===== src/rtl/rot_word_serializer_if.sv =====
// rot_word_serializer_if: word-in / bit-out handshake bundle for the rotate-stage serializer.
//   in_word   word from the rotator          in_valid  in_word valid
//   in_ready  serializer accepts a word      ser_out   current serial bit
//   ser_valid ser_out valid                  ser_ready sink accepts ser_out
//   ser_last  final bit of the frame
// master: word producer plus bit sink (environment side).
// slave : the serializer itself.
interface rot_word_serializer_if #(
    parameter int unsigned WIDTH = 16
) ();
    logic [WIDTH-1:0] in_word;
    logic             in_valid;
    logic             in_ready;
    logic             ser_out;
    logic             ser_valid;
    logic             ser_ready;
    logic             ser_last;

    modport master (
        output in_word, in_valid, ser_ready,
        input  in_ready, ser_out, ser_valid, ser_last
    );

    modport slave (
        input  in_word, in_valid, ser_ready,
        output in_ready, ser_out, ser_valid, ser_last
    );
endinterface


===== src/rtl/rot_word_serializer.sv =====
// rot_word_serializer: takes each rotated word from the left-rotate stage and shifts it
// out one bit per clock on a valid/ready serial link, with back-to-back framing.
//   clk       rising-edge clock
//   rst_n     asynchronous active-low reset
//   bus       rot_word_serializer_if.slave (word input and serial output handshakes)
//   busy      frame in progress
//   frame_cnt completed frames, modulo 256
// Parameters: WIDTH (>= 2) word width; MSB_FIRST (1: bit WIDTH-1 first, 0: bit 0 first).
// Optional feature macro ROT_SER_PARITY_EN: appends an even-parity bit after the data
// bits, making every frame WIDTH+1 bits long.
module rot_word_serializer #(
    parameter int unsigned WIDTH     = 16,
    parameter int unsigned MSB_FIRST = 1
) (
    input  logic                   clk,
    input  logic                   rst_n,
    rot_word_serializer_if.slave   bus,
    output logic                   busy,
    output logic [7:0]             frame_cnt
);

`ifdef ROT_SER_PARITY_EN
    localparam int unsigned FRAME_LEN = WIDTH + 1;
`else
    localparam int unsigned FRAME_LEN = WIDTH;
`endif
    localparam int unsigned CNT_W = $clog2(FRAME_LEN);

    typedef enum logic {
        IDLE  = 1'b0,
        SHIFT = 1'b1
    } state_t;

    state_t               state;
    logic [FRAME_LEN-1:0] shreg;
    logic [CNT_W-1:0]     cnt;
    logic [FRAME_LEN-1:0] load_val;
    logic [FRAME_LEN-1:0] shifted;
    logic                 load_bit;
    logic                 shift_bit;
    logic                 xfer;
    logic                 accept;

    // Frame image loaded on accept; the parity bit sits at the far end from the output
    // so it leaves after all data bits.
`ifdef ROT_SER_PARITY_EN
    if (MSB_FIRST != 0) begin : g_load_msb
        assign load_val = {bus.in_word, ^bus.in_word};
    end else begin : g_load_lsb
        assign load_val = {^bus.in_word, bus.in_word};
    end
`else
    assign load_val = bus.in_word;
`endif

    // Shift toward the output end with zero fill; *_bit is the bit that will be
    // presented after a load or after a shift.
    if (MSB_FIRST != 0) begin : g_shift_msb
        assign shifted   = {shreg[FRAME_LEN-2:0], 1'b0};
        assign load_bit  = load_val[FRAME_LEN-1];
        assign shift_bit = shreg[FRAME_LEN-2];
    end else begin : g_shift_lsb
        assign shifted   = {1'b0, shreg[FRAME_LEN-1:1]};
        assign load_bit  = load_val[0];
        assign shift_bit = shreg[1];
    end

    // ser_last is only ever high in SHIFT, so this opens the input on the final transfer.
    assign bus.in_ready = (state == IDLE) || (bus.ser_last && bus.ser_ready);
    assign accept       = bus.in_valid && bus.in_ready;
    assign xfer         = (state == SHIFT) && bus.ser_ready;

    // Framing FSM with registered serial outputs.
    always_ff @(posedge clk or negedge rst_n) begin
        if (!rst_n) begin
            state         <= IDLE;
            shreg         <= '0;
            cnt           <= '0;
            bus.ser_out   <= 1'b0;
            bus.ser_valid <= 1'b0;
            bus.ser_last  <= 1'b0;
            busy          <= 1'b0;
            frame_cnt     <= 8'd0;
        end else begin
            case (state)
                IDLE: begin
                    if (accept) begin
                        state         <= SHIFT;
                        shreg         <= load_val;
                        cnt           <= CNT_W'(FRAME_LEN - 1);
                        bus.ser_out   <= load_bit;
                        bus.ser_valid <= 1'b1;
                        bus.ser_last  <= 1'b0;
                        busy          <= 1'b1;
                    end
                end
                SHIFT: begin
                    if (xfer) begin
                        if (cnt == '0) begin
                            frame_cnt <= frame_cnt + 8'd1;
                            if (accept) begin
                                // back-to-back: next frame starts with no idle cycle
                                shreg        <= load_val;
                                cnt          <= CNT_W'(FRAME_LEN - 1);
                                bus.ser_out  <= load_bit;
                                bus.ser_last <= 1'b0;
                            end else begin
                                state         <= IDLE;
                                shreg         <= '0;
                                bus.ser_out   <= 1'b0;
                                bus.ser_valid <= 1'b0;
                                bus.ser_last  <= 1'b0;
                                busy          <= 1'b0;
                            end
                        end else begin
                            shreg        <= shifted;
                            cnt          <= cnt - CNT_W'(1);
                            bus.ser_out  <= shift_bit;
                            bus.ser_last <= (cnt == CNT_W'(1));
                        end
                    end
                end
                default: begin
                    state <= IDLE;
                end
            endcase
        end
    end

endmodule

===== src/flat_wrapper.sv =====
// flat-port wrapper written by rule: the top's interface ports become plain ports
module rot_word_serializer_flat 
#(
    parameter int unsigned WIDTH     = 16,
    parameter int unsigned MSB_FIRST = 1
)
  (clk, rst_n, busy, frame_cnt, bus_in_word, bus_in_valid, bus_ser_ready, bus_in_ready, bus_ser_out, bus_ser_valid, bus_ser_last);
  rot_word_serializer_if #(.WIDTH(WIDTH)) bus_i ();
  input  logic clk;
  input  logic rst_n;
  output logic busy;
  output logic [7:0] frame_cnt;
  input wire logic [$bits(bus_i.in_word)-1:0] bus_in_word;
  input wire logic [$bits(bus_i.in_valid)-1:0] bus_in_valid;
  input wire logic [$bits(bus_i.ser_ready)-1:0] bus_ser_ready;
  output wire logic [$bits(bus_i.in_ready)-1:0] bus_in_ready;
  output wire logic [$bits(bus_i.ser_out)-1:0] bus_ser_out;
  output wire logic [$bits(bus_i.ser_valid)-1:0] bus_ser_valid;
  output wire logic [$bits(bus_i.ser_last)-1:0] bus_ser_last;
  assign bus_i.in_word = bus_in_word;
  assign bus_i.in_valid = bus_in_valid;
  assign bus_i.ser_ready = bus_ser_ready;
  assign bus_in_ready = bus_i.in_ready;
  assign bus_ser_out = bus_i.ser_out;
  assign bus_ser_valid = bus_i.ser_valid;
  assign bus_ser_last = bus_i.ser_last;
  rot_word_serializer #(.WIDTH(WIDTH), .MSB_FIRST(MSB_FIRST)) u_core (.clk(clk), .rst_n(rst_n), .bus(bus_i), .busy(busy), .frame_cnt(frame_cnt));
endmodule

===== config.mk =====
export PLATFORM = sky130hd
export DESIGN_NAME = rot_word_serializer_flat
export DESIGN_NICKNAME = d
export VERILOG_FILES = /design/src/rtl/rot_word_serializer_if.sv /design/src/rtl/rot_word_serializer.sv /design/src/flat_wrapper.sv
export SDC_FILE = /design/constraint.sdc
export NUM_CORES = 1
export LEC_CHECK = 0
export CAP_MARGIN = 20
export CORE_ASPECT_RATIO = 2
export CORE_MARGIN = 2
export CORE_UTILIZATION = 55
export CTS_BUF_LIST = sky130_fd_sc_hd__clkbuf_16
export CTS_CLUSTER_DIAMETER = 200
export DETAILED_ROUTE_END_ITERATION = 6
export PLACE_DENSITY = 0.84
export SLEW_MARGIN = 20
export SYNTH_ARGS = -nofsm -noshare
export SYNTH_HDL_FRONTEND = slang
export SYNTH_SLANG_ARGS = --single-unit

===== constraint.sdc =====
create_clock -name clk -period 5.35 [get_ports clk]
set_clock_uncertainty 0.15 [all_clocks]
set_input_delay 1.3375 -clock clk [delete_from_list [all_inputs] [get_ports clk]]
set_output_delay 1.3375 -clock clk [all_outputs]
set_load 0.01 [all_outputs]

==> run summary <==
Status: finished, final reports clean
Critical path fanouts, max: 20
CTS tree: done
Post-synth top area cell: dfrtp_1
Nets: 232
DRC viols: 0
Synthesis Warnings: 0
Hold Path End: u_core.frame_cnt[7]
All-Layer GR Usage: 25.0%
Top FF cell, synth: dfrtp_1
Remaining Overflow, GRT: 0
Vias: 1577
Synth Net Count: 209
First-pass GRT wire length: 6680 um
Largest net degree at the start of global routing: 32
Final min period: 4.49 ns
Worst-Margin Slew: 0.879 ns
Final wirelength: 4170 um
Initial Utilization: 57.7%
Top Family by Delay on Critical Path: buffers and inverters
Cts bufs inserted: 5
Synth async-reset ratio: 100%
RSZ-0062 raised after global routing: no
Final worst path period share: 83.9%
Post-Syn Area: 1700 um^2
Cts repair resizes: 0
Rel. slew slack: 41.2%
Core region area: 2940 um^2
VDD IR max: 0.396 mV
WP data arrival: 3.00 ns
Synthesis-stage register bit count: 31
CTS root buffer: clkbuf_16
Placed cell area: 1980 um^2
Row count: 28
Sw Ratio: 35.9%
Post-Syn Instances: 186
Count of different cell masters after synthesis: 33
Int Pwr: 724 uW
CP max stage delay: 0.62 ns
Setup Viol. Count Final: 0
Final Hold Fails: 0
Leak: 0.000901 uW
Clock network fraction of total power: 27.8%
Setup TNS: 0 ns
Share of Yosys cell area claimed by the top area cell type: 45.7%
Initial antenna violation count: 0
Worst reg2reg path depth: 3
Hold Path Depth: 1
GPL Wtd Cong: 0.787
Min-delay src: u_core.frame_cnt[7]
DRT iter0 DRCs: 99
Antenna cells: 0
FF-to-FF End: u_core.frame_cnt[1]
Reg-to-reg setup timing slack: 2.77 ns
Die Footprint: 3570 um^2
Die H: 82.6 um
Top post-synthesis cells by area: dfrtp_1 46%, nand4_1 6.3%, nand3_1 5.6%
Worst-Skew Late Latency: 0.28 ns
Critical path's slowest cell: clkdlybuf4s50_1
Max-cap violation count: 0
Crit. End Element: primary output
Worst Hold Class: flip-flop to flip-flop
Final Cell Area: 2150 um^2
Vias in the first global route: 1479
Worst reg2reg path startpoint: u_core.state
F_max: 0.223 GHz
Port bufs: 32
Ports: 33
Worst Setup Start Kind: input pin
Detail Route Antenna Nets: 0
Clock sink count: 31
Seq/Total Area, Yosys: 45.7%
Number of flops mapped to enable cells by yosys: 0
Layout cells sized above 1: 8.10%
P_sw: 406 uW
Clock buffer depth: 2
Bufs and invs on worst path: 2
WP data required: 3.86 ns
Power Dens Cells: 526 nW/um^2
Initial DRT Pass Iterations: 4
Hpwl dp: 2660 um
Crit-path cells: clkdlybuf4s50_1 -> a21bo_2 -> clkdlybuf4s50_1
Combinational power share: 35.1%
H-tree levels: 2
Via/cell ratio: 6.57
Clock slew at reported path FFs: 0.05 ns
Die Span X: 43.3 um
Postcts setup bufs: 0
Seq pwr share: 37.2%
Hold buffer count at cts: 0
Avg WL per Cell: 17.4 um
Slew Limit Fails: 0
CP dominant cell by count: clkdlybuf4s50_1
Syn avg cell area: 9.13 um^2
Setup Crit Path Kind: input pin to primary output
Area Overhead vs Synth: 26.6%
flip-flops by register name, summed over array words and instances, names as in the netlist:
signal / cells
u_core.shreg: 15
u_core.frame_cnt: 8
u_core.cnt: 4
u_core.bus.ser_last: 1
u_core.bus.ser_out: 1
u_core.bus.ser_valid: 1
u_core.state: 1
worst max-delay path by stage:
stage	end	from	depth (start not counted)
2_1_floorplan	bus_in_ready	bus_ser_ready	3
4_1_cts	bus_in_ready	bus_ser_ready	3
3_3_place_gp	bus_in_ready	bus_ser_ready	3
3_5_place_dp	bus_in_ready	bus_ser_ready	3
5_1_grt	bus_in_ready	bus_ser_ready	3
6_report	bus_in_ready	bus_ser_ready	3
cells in the final DEF (no fill, tap or decap), types with 2 or more instances in the layout:
| master | instances |
|---|---|
| a21oi_1 | 5 |
| a31oi_1 | 15 |
| clkbuf_16 | 5 |
| clkdlybuf4s50_1 | 32 |
| dfrtp_1 | 31 |
| ha_1 | 3 |
| inv_1 | 4 |
| mux2_2 | 3 |
| mux2i_1 | 2 |
| nand2_1 | 7 |
| nand3_1 | 19 |
| nand4_1 | 17 |
| nor2_1 | 20 |
| nor3_1 | 3 |
| nor4_1 | 3 |
| o21ai_0 | 16 |
| o22ai_1 | 2 |
| xor2_1 | 7 |
stage by stage:
step	std cells	power, uW	setup slack [ns]	utilization [%]	hold WS (ns)
after CTS	240	1130	0.870	72.8	0.325
after detailed placement	232	807	0.896	67.3	0.314
after global placement	232	783	0.923	67.3	0.307
after floorplan	186	682	1.85	-	0.320
final	240	1130	0.859	73.0	0.323
after global routing	240	1190	0.773	73.0	0.357
power by group through the flow:
stage / sequential [uW] / combinational, uW / clock (uW)
after global routing: 432 / 434 / 326
final: 420 / 396 / 314
after global placement: 412 / 371 / 0
after detailed placement: 419 / 388 / 0
after CTS: 415 / 394 / 318
after floorplan: 392 / 290 / 0
metal layers:
layer | part of all wire, % | track usage [%]
met4 | 2.4 | 13.0
met5 | 0 | 0
met3 | 5.8 | 4.13
met2 | 56 | 44.0
met1 | 36 | 28.1
final cells by class:
type | instances | area [um^2]
Clock inverter | 3 | 38.8
Sequential cell | 31 | 776
Timing Repair Buffer | 33 | 328
Tap cell | 30 | 37.5
Multi-Input combinational cell | 134 | 830
Fill cell | 219 | 793
Clock buffer | 5 | 125
Inverter | 4 | 15.0
cells by family after synthesis:
logic type / Yosys count / share of synthesized area [%]
XOR/XNOR: 7 / 3.61
buffers and inverters: 21 / 5.82
adder cells (fa/ha/maj): 3 / 2.21
multiplexers: 5 / 3.17
AO/OA/AOI/OAI: 42 / 14.6
AND/OR/NAND/NOR: 77 / 24.9
flip-flops: 31 / 45.7
Yosys cell counts (2+ instances only):
cell,count
a31oi_1,15
nor4_1,3
nor3_1,3
nand2_1,7
buf_6,2
nor2_1,20
mux2i_1,2
xor2_1,7
inv_1,4
o22ai_1,2
nand4_1,17
ha_1,3
a21oi_1,5
clkbuf_1,12
mux2_2,3
dfrtp_1,31
nand3_1,19
o21ai_0,16
Power figures use the tool's default switching activity.
